$ cat config.mk
export PLATFORM = sky130hd
export DESIGN_NAME = clock_time_counter
export DESIGN_NICKNAME = d
export VERILOG_FILES = /design/src/rtl/clock_time_counter.sv
export SDC_FILE = /design/constraint.sdc
export NUM_CORES = 1
export LEC_CHECK = 0
export ABC_CLOCK_PERIOD_IN_PS = 4500
export CAP_MARGIN = 10
export CORE_ASPECT_RATIO = 0.9
export CORE_MARGIN = 1.5
export CORE_UTILIZATION = 56
export CTS_BUF_LIST = sky130_fd_sc_hd__clkbuf_4 sky130_fd_sc_hd__clkbuf_8
export CTS_CLUSTER_DIAMETER = 80
export DETAILED_ROUTE_END_ITERATION = 6
export GPL_ROUTABILITY_DRIVEN = 0
export PLACE_DENSITY_LB_ADDON = 0.05
export SLEW_MARGIN = 20
export SYNTH_ARGS = -nofsm -noshare
export SYNTH_HDL_FRONTEND = slang
export SYNTH_SLANG_ARGS = --single-unit
$ cat constraint.sdc
create_clock -name clk_in -period 4.5 [get_ports clk_in]
set_clock_uncertainty 0.05 [all_clocks]
set_input_delay 0.45 -clock clk_in [delete_from_list [all_inputs] [get_ports clk_in]]
set_output_delay 0.45 -clock clk_in [all_outputs]
set_load 0.05 [all_outputs]
$ cat src/rtl/clock_time_counter.sv
// BCD HH:MM:SS time-of-day counter (24 h) advanced by a synchronised slow tick,
// with a set mode for adjusting minutes and hours.
module clock_time_counter #(
  parameter int unsigned SYNC_STAGES = 2
) (
  input  logic       clk_in,
  input  logic       rst,
  input  logic       slow_clk_in,
  input  logic       run,
  input  logic       set_mode,
  input  logic       inc_min,
  input  logic       inc_hour,
  input  logic       clr_sec,
  output logic [3:0] sec_ones,
  output logic [2:0] sec_tens,
  output logic [3:0] min_ones,
  output logic [2:0] min_tens,
  output logic [3:0] hr_ones,
  output logic [1:0] hr_tens,
  output logic       tick_out,
  output logic       day_wrap
);

  logic [SYNC_STAGES-1:0] sync_q, sync_d;
  logic                   prev_q;
  logic                   inc_min_q, inc_hour_q;
  logic                   set_q;
  logic [3:0]             sec_ones_q, sec_ones_d;
  logic [2:0]             sec_tens_q, sec_tens_d;
  logic [3:0]             min_ones_q, min_ones_d;
  logic [2:0]             min_tens_q, min_tens_d;
  logic [3:0]             hr_ones_q, hr_ones_d;
  logic [1:0]             hr_tens_q, hr_tens_d;
  logic                   tick_out_q, day_wrap_q, day_wrap_d;

  logic                   tick_det;
  logic                   min_rise, hour_rise;
  logic [3:0]             min_ones_inc, hr_ones_inc;
  logic [2:0]             min_tens_inc;
  logic [1:0]             hr_tens_inc;
  logic                   min_wrap, hr_wrap;

  assign sync_d    = {sync_q[SYNC_STAGES-2:0], slow_clk_in};
  assign tick_det  = sync_q[SYNC_STAGES-1] & ~prev_q;
  assign min_rise  = inc_min & ~inc_min_q;
  assign hour_rise = inc_hour & ~inc_hour_q;

  // Minutes +1 with wrap flag (caller decides whether the wrap carries)
  always_comb begin
    min_ones_inc = min_ones_q + 4'd1;
    min_tens_inc = min_tens_q;
    min_wrap     = 1'b0;
    if (min_ones_q == 4'd9) begin
      min_ones_inc = 4'd0;
      if (min_tens_q == 3'd5) begin
        min_tens_inc = 3'd0;
        min_wrap     = 1'b1;
      end else begin
        min_tens_inc = min_tens_q + 3'd1;
      end
    end
  end

  // Hours +1 over 00..23 with wrap flag
  always_comb begin
    hr_ones_inc = hr_ones_q + 4'd1;
    hr_tens_inc = hr_tens_q;
    hr_wrap     = 1'b0;
    if (hr_tens_q == 2'd2 && hr_ones_q == 4'd3) begin
      hr_ones_inc = 4'd0;
      hr_tens_inc = 2'd0;
      hr_wrap     = 1'b1;
    end else if (hr_ones_q == 4'd9) begin
      hr_ones_inc = 4'd0;
      hr_tens_inc = hr_tens_q + 2'd1;
    end
  end

  // Next time: set-mode adjustments, or a counting tick with full carry chain
  always_comb begin
    sec_ones_d = sec_ones_q;
    sec_tens_d = sec_tens_q;
    min_ones_d = min_ones_q;
    min_tens_d = min_tens_q;
    hr_ones_d  = hr_ones_q;
    hr_tens_d  = hr_tens_q;
    day_wrap_d = 1'b0;
    if (set_q) begin
      if (clr_sec) begin
        sec_ones_d = 4'd0;
        sec_tens_d = 3'd0;
      end
      if (min_rise) begin
        min_ones_d = min_ones_inc;
        min_tens_d = min_tens_inc;
      end
      if (hour_rise) begin
        hr_ones_d = hr_ones_inc;
        hr_tens_d = hr_tens_inc;
      end
    end else if (tick_det && run) begin
      if (sec_ones_q != 4'd9) begin
        sec_ones_d = sec_ones_q + 4'd1;
      end else begin
        sec_ones_d = 4'd0;
        if (sec_tens_q != 3'd5) begin
          sec_tens_d = sec_tens_q + 3'd1;
        end else begin
          sec_tens_d = 3'd0;
          min_ones_d = min_ones_inc;
          min_tens_d = min_tens_inc;
          if (min_wrap) begin
            hr_ones_d  = hr_ones_inc;
            hr_tens_d  = hr_tens_inc;
            day_wrap_d = hr_wrap;
          end
        end
      end
    end
  end

  // State registers; history flops reset high so no edge is seen out of reset
  always_ff @(posedge clk_in or posedge rst) begin
    if (rst) begin
      sync_q     <= '1;
      prev_q     <= 1'b1;
      inc_min_q  <= 1'b1;
      inc_hour_q <= 1'b1;
      set_q      <= 1'b0;
      sec_ones_q <= 4'd0;
      sec_tens_q <= 3'd0;
      min_ones_q <= 4'd0;
      min_tens_q <= 3'd0;
      hr_ones_q  <= 4'd0;
      hr_tens_q  <= 2'd0;
      tick_out_q <= 1'b0;
      day_wrap_q <= 1'b0;
    end else begin
      sync_q     <= sync_d;
      prev_q     <= sync_q[SYNC_STAGES-1];
      inc_min_q  <= inc_min;
      inc_hour_q <= inc_hour;
      set_q      <= set_mode;
      sec_ones_q <= sec_ones_d;
      sec_tens_q <= sec_tens_d;
      min_ones_q <= min_ones_d;
      min_tens_q <= min_tens_d;
      hr_ones_q  <= hr_ones_d;
      hr_tens_q  <= hr_tens_d;
      tick_out_q <= tick_det;
      day_wrap_q <= day_wrap_d;
    end
  end

  assign sec_ones = sec_ones_q;
  assign sec_tens = sec_tens_q;
  assign min_ones = min_ones_q;
  assign min_tens = min_tens_q;
  assign hr_ones  = hr_ones_q;
  assign hr_tens  = hr_tens_q;
  assign tick_out = tick_out_q;
  assign day_wrap = day_wrap_q;

endmodule

**Word-level counts from Yosys, hierarchy flattened**

Index checks and enable logic that the tools add are counted.

- Add/sub/neg operators: 6
- Equality and inequality tests: 12
- Muxes and demuxes: 46
- Bitwise operators: 6
- Reductions and logical operators: 8

Operator list:

| cell | count |
|---|---|
| 4-bit two-way mux | 18 |
| 3-bit two-way mux | 12 |
| 2-bit two-way mux | 8 |
| 4-bit by 1-bit adder with 4-bit output, second input constant | 3 |
| 4-bit equality test, second input constant | 2 |
| 1-bit two-way mux | 8 |
| 3-bit by 1-bit adder with 3-bit output, second input constant | 2 |
| 2-bit != test, second input constant | 3 |
| 5-bit AND reduction | 1 |
| 4-bit by 2-bit equality test with 1-bit output, second input constant | 1 |
| 2-bit by 1-bit != test with 1-bit output, second input constant | 2 |
| 4-bit != test, second input constant | 1 |
| 4-bit AND reduction | 1 |
| 2-bit nonzero test | 2 |
| 1-bit bitwise AND | 3 |
| 3-bit equality test, second input constant | 1 |
| 3-bit != test, second input constant | 1 |
| 1-bit NOT | 3 |
| 3-bit AND reduction | 1 |
| 2-bit by 1-bit adder with 2-bit output, second input constant | 1 |
| 2-bit equality test, second input constant | 1 |
| 1-bit logical AND | 2 |
| 2-bit AND reduction | 1 |

- Bits in registers: 28
- Input port bits: 8
- Output and inout port bits: 22
- Word-level logic and storage cells: 91

**Longest topological paths before layout**

- Word-level depth: 8
- Mapped depth: 8
- Depth with buffers taken out: 7

**Worst setup path before layout**

Ideal clock, no wire load.

- Kind: reg2reg
- From: register sec_ones_q[1], in the netlist sec_ones[1]
- To: register min_tens_q[2], in the netlist min_tens[2]
- Setup time: 125 ps
- Data arrival time: 1888 ps
- Required time: 4325 ps
- Path slack: 2437 ps
- Stages on the path, launching flop included: 8
- Path buffers: 0
- Period minus slack after synthesis: 2063 ps
- Cells stage by stage: dfrtp_1 > inv_1 > ha_1 > and3b_1 > and3_1 > o21a_2 > nand2_2 > mux2_2

- Word-level cells in the longest chain between the ends: 3

RTL lines:

| element | line | source |
|---|---|---|
| from (decl) | 28 | `logic [3:0] sec_ones_q, sec_ones_d;` |
| from (signal assigned) | 144 | `sec_ones_q <= sec_ones_d;` |
| 4-bit != test | 102 | `if (sec_ones_q != 4'd9) begin` |
| 2-bit != test (no source line) | n/a |  |
| 4-bit AND reduction (no source line) | n/a |  |
| to (signal assigned) | 147 | `min_tens_q <= min_tens_d;` |
| to (decl) | 31 | `logic [2:0] min_tens_q, min_tens_d;` |

No other way between the ends.
A chain may end at the register's enable or synchronous reset.

**Worst setup path after layout**

- From: register hr_ones_q[2], in the netlist hr_ones[2]
- To: output hr_ones[2]

RTL lines:

| element | line | source |
|---|---|---|
| from (decl) | 32 | `logic [3:0] hr_ones_q, hr_ones_d;` |
| from (signal assigned) | 148 | `hr_ones_q <= hr_ones_d;` |
| to (decl) | 18 | `output logic [3:0] hr_ones,` |

No word-level cell between the ends.

==> summary.txt <==
Outcome
  • Outcome: complete, no violations

Clock network
  • PostCTS Resize Cnt: 0
  • CTS max path bufs: 2
  • Clk pin slew, worst setup/hold paths: 150 ps
  • CTS tree: yes
  • H-tree depth: 1
  • Post-CTS setup buffers: 0
  • CTS root buffer: clkbuf_4
  • CTS Hold Buffers Added: 0
  • # clock sinks: 28
  • Clk_lat worst skew: 340 ps
  • CTS buffer count: 3

Floorplanning
  • DIE HEIGHT: about 50 µm
  • Ports: 30
  • Initial Util: between 60% and 70%
  • # rows: 16
  • Die area: about 2800 µm²
  • Die W: 55.2 µm
  • Core area: around 2200 µm²

Timing
  • Fmax: 0.464 GHz
  • Setup_tns: 0 ps
  • Final Setup Violations: 0
  • Worst hold margin: 320 ps
  • RSZ-0062 raised after global routing: false
  • Count of final max-slew check failures: 0
  • Final Hold Vio Count: 0
  • Setup WS post-layout: 2350 ps
  • Crit path time final: roughly 2200 ps
  • Final period util: 47.8%
  • Slew @ Worst Pin: 571 ps
  • Worst rel slew slack: 61.8%

Worst setup path
  • Kind of critical path: reg2out
  • Crit. End Element: output pin
  • Crit-path cells: clkdlybuf4s50_1
  • Crit Path Max Fanout: 6
  • Critical Path Source Type: flop
  • Worst path required time: 4000 ps
  • Slowest cell on crit path: clkdlybuf4s50_1
  • Top delay family on crit path: buffers and inverters
  • Worst path bufs/invs: 1
  • Crit path arrival time: 1650 ps
  • CP max stage delay: 840 ps

Routing
  • WL/cell: 14.0 µm
  • DRC Markers: 0
  • TritonRoute pass-1 iters: 4
  • DR iter-0 viols: 27
  • Vias per std cell: 5.78
  • Final WL: 2560 µm
  • Final ANT Viol Nets: 0
  • Via count: 1058

Power and ir drop
  • Pint: about 0.54 mW
  • Flop pwr share: 39.9%
  • Comb pwr share: roughly 43%
  • PD cells: 542 nW/µm²
  • NetSw: 0.396 mW
  • Switching Share: 42.1%
  • Clock share of power: between 15 and 20%
  • Peak supply drop: 515 µV
  • Leakage power: 0.756 nW

Synth
  • Avg Cell Area, Syn: between 10 and 15 µm²
  • Most used DFF post-synth: dfrtp_1
  • Post-Synthesis Cells: 125
  • Syn. warnings: 0
  • Distinct cell type count after synthesis: 43
  • Synthesized area: ~1400 µm²
  • Mapped Nets: 137
  • FF+latch count, synth: 28
  • Async SR Flop Fraction: 100%
  • Seq/Total Area, Yosys: 51.4%
  • EDFF count, synth: 0

GRT
  • Number of global-route vias before repair: 1002
  • Met2 GRT Util: 33.5%
  • Gr busiest metal: met2
  • Met1 Use GR: 27.4%
  • GRT Total Usage: 20.7%
  • Antenna violations before repair: 0
  • Largest net degree at the start of global routing: 29
  • Met3 Use GR: 6.04%
  • First-pass GRT wire length: 4490 µm
  • Grt total ovfl: 0

Finish
  • Final nets: between 150 and 200
  • Fillers: 160
  • Most frequent cells in the layout: clkdlybuf4s50_1 (29), dfrtp_1 (23), nand2_1 (14), o21ai_0 (10), nand3_1 (6)
  • P&R area growth vs syn: 26.2%
  • Storage element area: 707 µm²
  • Share of cells above drive strength 1: 15.4%
  • Area of the multi-input gates: between 600 and 700 µm²
  • # diodes: 0
  • Post-route cell area: 1740 µm²
  • Post-Route Utilization: 77.4%
  • Most common cell after layout, fill and taps aside: clkdlybuf4s50_1

Job
  • MaxCap Viol Count: 0

Placed design
  • DP Wirelength: between 1500 and 2000 µm
  • Placement-stage worst setup slack: 2410 ps
  • Port buffer count: 29
  • Post-DP Area: 1680 µm²

Min path
  • Hold WC Path Type: reg2reg
==> logic make-up after synthesis <==
group / count (synthesis) / share of synthesized area [%]
xor+xnor: 3 / 1.91
compound gates: 28 / 14.4
flops: 28 / 51.4
buf+inv: 7 / 2.55
fa+ha+maj: 4 / 3.64
mux: 3 / 2.73
simple gates: 52 / 23.4
==> sequential cells by signal (all words and copies together) (netlist names) <==
register    flops
sync_q          2
inc_min_q       1
min_ones        4
prev_q          1
min_tens        3
day_wrap        1
inc_hour_q      1
hr_ones         4
tick_out        1
hr_tens         2
sec_ones        4
sec_tens        3
set_q           1
==> cells in the mapped netlist (3+ instances only) <==
cell type	n	area, µm²
a21oi_1	3	15.0
dfrtp_1	23	576
dfstp_2	5	131
ha_1	4	50.1
inv_1	5	18.8
nand2_1	14	52.6
nand3_1	6	30.0
nor2_1	4	15.0
nor2b_1	5	31.3
nor3_1	5	25.0
o21ai_0	10	50.1
o31ai_1	3	22.5
==> power groups by stage <==
stage	registers [mW]	clock network [mW]	logic, mW
3_5_place_dp	0.379	0	0.403
3_3_place_gp	0.375	0	0.395
5_1_grt	0.387	0.181	0.424
2_1_floorplan	0.535	0	0.111
6_report	0.375	0.165	0.400
4_1_cts	0.375	0.170	0.403
==> worst paths after layout <==
path,from,to,slack (ps),cells after the start
max reg2reg,sec_ones[0],min_tens[2],2610,6
max in group asynchronous,rst,inc_min_q,3600,2
max,hr_ones[2],hr_ones[2],2350,1
min reg2reg,sync_q[0],sync_q[1],320,0
min,sync_q[0],sync_q[1],320,0
min in group asynchronous,rst,sec_ones[3],420,2
==> area by class of cell <==
type,count,area share [%]
multi-input combinational,90,36.5
sequential,28,40.7
clock buffer,3,1.30
tap,27,1.95
inverter,5,1.08
timing repair buffer,29,16.7
clock inverter,1,1.73
==> per-layer routing <==
metal / routed length [µm] / up-vias
li1: - / 515
met1: 1230 / 512
met2: 1180 / 26
met3: 117 / 5
met4: 23 / 0
met5: 0 / -
==> per-stage QoR <==
| step | total power [mW] | std cells |
|---|---|---|
| after floorplan | 0.646 | 125 |
| after global placement | 0.771 | 179 |
| after detailed placement | 0.782 | 179 |
| after CTS | 0.948 | 183 |
| after global routing | 0.991 | 183 |
| final | 0.940 | 183 |
Note: power is estimated with default switching activity, not from simulation.
